### src/rtl/regfile_wb_ctrl_if.sv
// Write-back bus between the execute/memory requesters, the issue stage and the
// register-file write controller.
interface regfile_wb_ctrl_if #(
  parameter int NREQ   = 3,
  parameter int DATA_W = 32
);
  logic [NREQ-1:0]        req_valid_i;
  logic [NREQ-1:0]        req_ready_o;
  logic [5*NREQ-1:0]      req_rd_i;
  logic [DATA_W*NREQ-1:0] req_dat_i;
  logic                   alloc_en_i;
  logic [4:0]             alloc_rd_i;
  logic                   wr_en_o;
  logic [4:0]             reg_des_o;
  logic [DATA_W-1:0]      reg_des_dat_o;
  logic [31:0]            busy_o;
  logic                   alloc_err_o;

  modport master (
    output req_valid_i, req_rd_i, req_dat_i, alloc_en_i, alloc_rd_i,
    input  req_ready_o, wr_en_o, reg_des_o, reg_des_dat_o, busy_o, alloc_err_o
  );

  modport slave (
    input  req_valid_i, req_rd_i, req_dat_i, alloc_en_i, alloc_rd_i,
    output req_ready_o, wr_en_o, reg_des_o, reg_des_dat_o, busy_o, alloc_err_o
  );
endinterface

### src/rtl/regfile_wb_ctrl.sv
// Round-robin arbiter for the register file's single write port, with a registered
// write stage and a per-register busy scoreboard for issue-stage stalls.
module regfile_wb_ctrl #(
  parameter int NREQ   = 3,
  parameter int DATA_W = 32
) (
  input logic              clk,
  input logic              rst_n,
  regfile_wb_ctrl_if.slave wb
);
  localparam int IW = $clog2(NREQ);

  logic [IW-1:0]     ptr_q, ptr_d;
  logic [IW-1:0]     gnt_idx;
  logic              gnt_vld;
  logic [4:0]        gnt_rd;
  logic [DATA_W-1:0] gnt_dat;

  logic              wr_en_q, wr_en_d;
  logic [4:0]        reg_des_q, reg_des_d;
  logic [DATA_W-1:0] reg_des_dat_q, reg_des_dat_d;
  logic [31:0]       busy_q, busy_d;
  logic              alloc_err_q, alloc_err_d;
  logic              alloc_live;
  logic              clr_hit;

  // First valid requester at or after the pointer, wrapping modulo NREQ.
  always_comb begin
    gnt_vld = 1'b0;
    gnt_idx = '0;
    for (int i = 0; i < NREQ; i++) begin
      if (!gnt_vld && wb.req_valid_i[(int'(ptr_q) + i) % NREQ]) begin
        gnt_vld = 1'b1;
        gnt_idx = IW'((int'(ptr_q) + i) % NREQ);
      end
    end
  end

  always_comb begin
    wb.req_ready_o = '0;
    if (gnt_vld) wb.req_ready_o[gnt_idx] = 1'b1;
  end

  assign gnt_rd  = wb.req_rd_i[5*int'(gnt_idx) +: 5];
  assign gnt_dat = wb.req_dat_i[DATA_W*int'(gnt_idx) +: DATA_W];

  always_comb begin
    ptr_d = ptr_q;
    if (gnt_vld) ptr_d = (int'(gnt_idx) == NREQ-1) ? '0 : gnt_idx + 1'b1;
  end

  // x0 grants consume the slot but never strobe the file.
  always_comb begin
    wr_en_d       = gnt_vld && (gnt_rd != 5'd0);
    reg_des_d     = gnt_vld ? gnt_rd  : reg_des_q;
    reg_des_dat_d = gnt_vld ? gnt_dat : reg_des_dat_q;
  end

  // Clear lands on the same edge the file captures the data; a same-edge set wins.
  always_comb begin
    alloc_live = wb.alloc_en_i && (wb.alloc_rd_i != 5'd0);
    clr_hit    = wr_en_q && (reg_des_q == wb.alloc_rd_i);
    busy_d     = busy_q;
    if (wr_en_q)    busy_d[reg_des_q]     = 1'b0;
    if (alloc_live) busy_d[wb.alloc_rd_i] = 1'b1;
    busy_d[0]   = 1'b0;
    alloc_err_d = alloc_err_q | (alloc_live && busy_q[wb.alloc_rd_i] && !clr_hit);
  end

  always_ff @(posedge clk or negedge rst_n) begin
    if (!rst_n) begin
      ptr_q         <= '0;
      wr_en_q       <= 1'b0;
      reg_des_q     <= '0;
      reg_des_dat_q <= '0;
      busy_q        <= '0;
      alloc_err_q   <= 1'b0;
    end else begin
      ptr_q         <= ptr_d;
      wr_en_q       <= wr_en_d;
      reg_des_q     <= reg_des_d;
      reg_des_dat_q <= reg_des_dat_d;
      busy_q        <= busy_d;
      alloc_err_q   <= alloc_err_d;
    end
  end

  assign wb.wr_en_o       = wr_en_q;
  assign wb.reg_des_o     = reg_des_q;
  assign wb.reg_des_dat_o = reg_des_dat_q;
  assign wb.busy_o        = busy_q;
  assign wb.alloc_err_o   = alloc_err_q;
endmodule

### src/flat_wrapper.sv
// flat-port wrapper written by rule: the top's interface ports become plain ports
module regfile_wb_ctrl_flat 
#(
  parameter int NREQ   = 3,
  parameter int DATA_W = 32
)
  (clk, rst_n, wb_req_valid_i, wb_req_rd_i, wb_req_dat_i, wb_alloc_en_i, wb_alloc_rd_i, wb_req_ready_o, wb_wr_en_o, wb_reg_des_o, wb_reg_des_dat_o, wb_busy_o, wb_alloc_err_o);
  regfile_wb_ctrl_if #(.NREQ(NREQ), .DATA_W(DATA_W)) wb_i ();
  input logic clk;
  input logic rst_n;
  input wire logic [$bits(wb_i.req_valid_i)-1:0] wb_req_valid_i;
  input wire logic [$bits(wb_i.req_rd_i)-1:0] wb_req_rd_i;
  input wire logic [$bits(wb_i.req_dat_i)-1:0] wb_req_dat_i;
  input wire logic [$bits(wb_i.alloc_en_i)-1:0] wb_alloc_en_i;
  input wire logic [$bits(wb_i.alloc_rd_i)-1:0] wb_alloc_rd_i;
  output wire logic [$bits(wb_i.req_ready_o)-1:0] wb_req_ready_o;
  output wire logic [$bits(wb_i.wr_en_o)-1:0] wb_wr_en_o;
  output wire logic [$bits(wb_i.reg_des_o)-1:0] wb_reg_des_o;
  output wire logic [$bits(wb_i.reg_des_dat_o)-1:0] wb_reg_des_dat_o;
  output wire logic [$bits(wb_i.busy_o)-1:0] wb_busy_o;
  output wire logic [$bits(wb_i.alloc_err_o)-1:0] wb_alloc_err_o;
  assign wb_i.req_valid_i = wb_req_valid_i;
  assign wb_i.req_rd_i = wb_req_rd_i;
  assign wb_i.req_dat_i = wb_req_dat_i;
  assign wb_i.alloc_en_i = wb_alloc_en_i;
  assign wb_i.alloc_rd_i = wb_alloc_rd_i;
  assign wb_req_ready_o = wb_i.req_ready_o;
  assign wb_wr_en_o = wb_i.wr_en_o;
  assign wb_reg_des_o = wb_i.reg_des_o;
  assign wb_reg_des_dat_o = wb_i.reg_des_dat_o;
  assign wb_busy_o = wb_i.busy_o;
  assign wb_alloc_err_o = wb_i.alloc_err_o;
  regfile_wb_ctrl #(.NREQ(NREQ), .DATA_W(DATA_W)) u_core (.clk(clk), .rst_n(rst_n), .wb(wb_i));
endmodule
### config.mk
export PLATFORM = sky130hd
export DESIGN_NAME = regfile_wb_ctrl_flat
export DESIGN_NICKNAME = d
export VERILOG_FILES = /design/src/rtl/regfile_wb_ctrl_if.sv /design/src/rtl/regfile_wb_ctrl.sv /design/src/flat_wrapper.sv
export SDC_FILE = /design/constraint.sdc
export NUM_CORES = 1
export LEC_CHECK = 0
export ABC_AREA = 1
export ABC_CLOCK_PERIOD_IN_PS = 3100
export CAP_MARGIN = 40
export CORE_MARGIN = 1
export CORE_UTILIZATION = 42
export CTS_BUF_LIST = sky130_fd_sc_hd__clkbuf_4 sky130_fd_sc_hd__clkbuf_8
export DETAILED_ROUTE_END_ITERATION = 6
export PLACE_DENSITY = 0.93
export SYNTH_ARGS = -nofsm -noshare
export SYNTH_HDL_FRONTEND = slang
export SYNTH_SLANG_ARGS = --single-unit
### constraint.sdc
create_clock -name clk -period 3.1 [get_ports clk]
set_clock_uncertainty 0.2 [all_clocks]
set_input_delay 0.62 -clock clk [delete_from_list [all_inputs] [get_ports clk]]
set_output_delay 0.62 -clock clk [all_outputs]
set_load 0.01 [all_outputs]
==> results.md <==
- The flow ran to the end, and the final reports show no timing, DRC or antenna violations.
- The final cell area excluding filler cells is 6340 µm².
- The die is 99.1 µm wide.
- The number of enable-type register cells in the synthesized netlist is 0.
- Broken down by cell family, the worst path's largest delay share belongs to simple AND/OR/NAND/NOR gates.
- Excluding fillers, the count of instances in the completed layout stands at 798.
- Of the total synthesized cell area, the portion taken by XOR and XNOR cells is 0%.
- TritonCTS built the clock tree.
- Summed over all instances, the cell type with the most area after synthesis is dfrtp_1.
- Buffers inserted during clock tree synthesis total 9.
- The die covers 9820 µm².
- For the worst setup path, the data arrival time is 2.20 ns.
- Of all flip-flops after synthesis, the portion carrying an async set or reset was 100%.
- The global-route usage over all layers is 29.1%.
- Across the VDD grid, the largest voltage drop is 793 µV.
- The final number of hold-violating endpoints is 0.
- The gate count of the mapped netlist is 481.
- The first TritonRoute pass finished after 6 iterations.
- Traced cell by cell, the critical path runs through ha_4, inv_2, nor2_1, nand2_1, nand2_2, nand3_4, nor2_4, nor2_8, inv_6, nand2_1, inv_1, clkdlybuf4s15_1.
- For flop-to-flop paths, the worst setup slack is 0.24 ns.
- The final weighted congestion in routability-driven placement is 1.10.
- The first-pass GRT wire length is 22400 µm.
- During placement, the flow inserted port buffers numbering 194.
- For this run, the number of Yosys warnings is 0.
- The dominant combinational cell family by area after synthesis is compound AO/OA/AOI/OAI gates.
- The net count of the finished layout is 808.
- The diode insertion count for antenna repair is 0.
- After layout, the worst setup slack is 0.0776 ns.
- The portion of the post-synthesis area used by sequential elements is 45.5%.
- The CTS root buffer is clkbuf_8.
- The final route contains 4626 vias.
- After synthesis, the most frequently instantiated cells are dfrtp_1, nand2_1, o21ai_0.
- The post-route worst hold slack is 0.151 ns.
- STA classifies the critical path endpoint as a primary output.
- The cell with the largest stage delay on the worst path is dfrtp_1.
- Summing all flip-flop and latch instances after layout gives 1800 µm².
- The maximum fanout along the worst path is 6.
- Relative to the synthesized area, the layout overhead comes to 60.1%.
- Yosys attributes the largest share of cell area to dfrtp_1, o21ai_0, a22oi_1.
- The synthesized netlist devotes 1.26% of its cell area to adder and majority cells.
- The critical path launch point type is a register.
- After synthesis, the mean cell area works out to 8.24 µm².
- The number of H-tree branching levels is 3.
- The most frequent cell on the critical path is nand2_1.
- The count of clock tree sinks is 72.
- The final-report max-slew violation count came to 0.
- After detailed placement, the design holds a cell count of 779.
- The deepest clock path buffer count is 2.
- The post-synthesis simple-gate area fraction is 22.0%.
- The area occupied by multi-input gates is 1930 µm².
- For this run, design rule violations remaining after detail routing come to 0.
- The area fraction of the dominant cell type after synthesis is 45.5%.
- The number of antenna violations at the first check in global routing is 0.
- The share of cell area taken by muxes after synthesis is 0%.
- At the pin with the least slew margin, the transition time is 0.792 ns.
- When the netlist entered floorplanning its net count stood at 607.
- For this design the ratio of total power to cell area is 1270 nW/µm².
- The time the final worst path needs with I/O delays and setup is 3.02 ns.
- Setup violations remaining at the end of the flow were counted as 0.
- The worst path uses 97.5% of the clock period.
- The data required time at the worst endpoint is 2.28 ns.
- The number of global-route vias before repair is 4684.
- Counting the fill cells in the layout gives 691.
- The most used flip-flop cell after synthesis is dfrtp_1.
- The wire length per cell after detailed routing is 17.5 µm.
- Entering global routing, the biggest net connects 63 pins.
- The overall overflow remaining after global route is 0.
- The distinct cell type count of the synthesized netlist is 32.
- The count of nets left with antenna violations after detail routing is 0.
- The wire length reported by the detailed router is 14000 µm.
- In this run the core area contains 35 standard-cell rows.
- The post-route netlist has 9.17% of its cells at a drive strength greater than 1.
- Summing the areas of all compound-gate instances in the mapped netlist gives 24.2% of the synthesized area.
- In this run the static leakage power is 0.00263 µW.
- The post-synthesis instance area is 3960 µm².
- Counting both buffers and inverters, the worst setup path holds a total of 4.
- Once the floorplan was initialized, standard cells occupied 43.1% of the core.
- The post-place setup slack is -0.310 ns.
- The first-iteration detailed-routing DRC count is 401.
- The relative max-transition margin is 47.0%.
- For the worst-skew pair, the clock arrives at the later sink with an insertion delay of 0.34 ns.
- The biggest cell delay along the critical path is 0.43 ns.
- In the routed layout, each cell is associated on average with a via count of 5.80.
- The floorplan step set the die height to 99.1 µm.
- The post-detailed-placement half-perimeter wirelength is 10100 µm.
- In this run the count of I/O pins placed on the die edge is 196.
- The core region is 9200 µm².
- Static timing analysis puts the maximum clock frequency at 0.331 GHz.
- The number of max-cap violations is 0.
- The final cell utilization of the core is 69.0%.
- The synthesized design contains 72 register bits.
- The class of the tightest hold or removal check is input port to asynchronous set/reset pin.
- The post-place instance area is 6030 µm².
- The clock-pin slew of the registers on the worst-case setup and hold paths is 0.08 ns.
- The critical path class is register to primary output.
[report_power, final]
group	switching [µW]	internal, µW
combinational	2930	2350
clock	386	545
sequential	384	1480
[cell families (layout without fill, tap and decap cells)]
logic type	count (synthesis)	count (layout)
AO/OA/AOI/OAI	163	163
other	1	1
adder cells (fa/ha/maj)	4	4
AND/OR/NAND/NOR	186	186
flip-flops	72	72
buffers and inverters	55	261
[per-stage QoR]
stage               power [µW]  TNS (ns)
floorplan                 4990         0
global placement          6770    -0.218
detailed placement        7000    -0.643
CTS                       8010         0
global route              8680   -0.0108
finish                    8070         0
[sequential cells by signal, summed over array words and instances, names as in the netlist]
signal,flops
u_core.wb.alloc_err_o,1
u_core.wb.reg_des_o,5
u_core.wb.busy_o,31
u_core.wb.wr_en_o,1
u_core.wb.reg_des_dat_o,32
u_core.ptr_q,2
[cell usage in the layout (no fill, tap or decap), types with 4 or more instances in the layout]
cell type | Yosys | layout
a22oi_1 | 36 | 36
nand3_2 | 4 | 5
nand2_1 | 72 | 72
dfrtp_1 | 72 | 72
inv_6 | 1 | 4
o21ai_0 | 69 | 68
nand3_1 | 47 | 45
buf_4 | 2 | 13
nor3_1 | 10 | 10
nor2_1 | 41 | 41
inv_1 | 27 | 26
clkbuf_8 | 0 | 9
inv_2 | 6 | 7
a31oi_1 | 26 | 26
clkdlybuf4s50_1 | 0 | 189
a21oi_1 | 24 | 24
[path summary, 6_finish.rpt]
check / start / end / depth (start not counted)
min in group clk: u_core.wb.alloc_err_o$_DFF_PN0_ / u_core.wb.alloc_err_o$_DFF_PN0_ / 1
min: rst_n / u_core.wb.busy_o[8]$_DFF_PN0_ / 1
max in group asynchronous: rst_n / u_core.wb.reg_des_dat_o[1]$_DFFE_PN0P_ / 2
max reg2reg: u_core.ptr_q[1]$_DFFE_PN0P_ / u_core.wb.reg_des_dat_o[30]$_DFFE_PN0P_ / 14
min reg2reg: u_core.wb.alloc_err_o$_DFF_PN0_ / u_core.wb.alloc_err_o$_DFF_PN0_ / 1
max: u_core.ptr_q[1]$_DFFE_PN0P_ / wb_req_ready_o[2] / 12
[layer usage]
layer  track usage (%)  part of all wire (%)
met3              7.80                   9.6
met5                 0                     0
met1              33.7                    38
met2              49.4                    48
met4              15.8                   4.3
[timing repair]
action	4_1_cts	5_1_grt
cloned	0	0
endpoints found under the setup margin	3	3
buffers inserted	2	1
resized for setup	11	6
pin swaps	1	4
hold buffers	0	0
[layout make-up]
class | count | area share (%)
multi-input cells | 354 | 30.4
clock buffers | 9 | 1.95
clock inverters | 7 | 1.97
inverters | 35 | 2.15
repair buffers | 210 | 32.9
well taps | 111 | 2.19
flip-flops and latches | 72 | 28.4
Power figures use the tool's default switching activity.
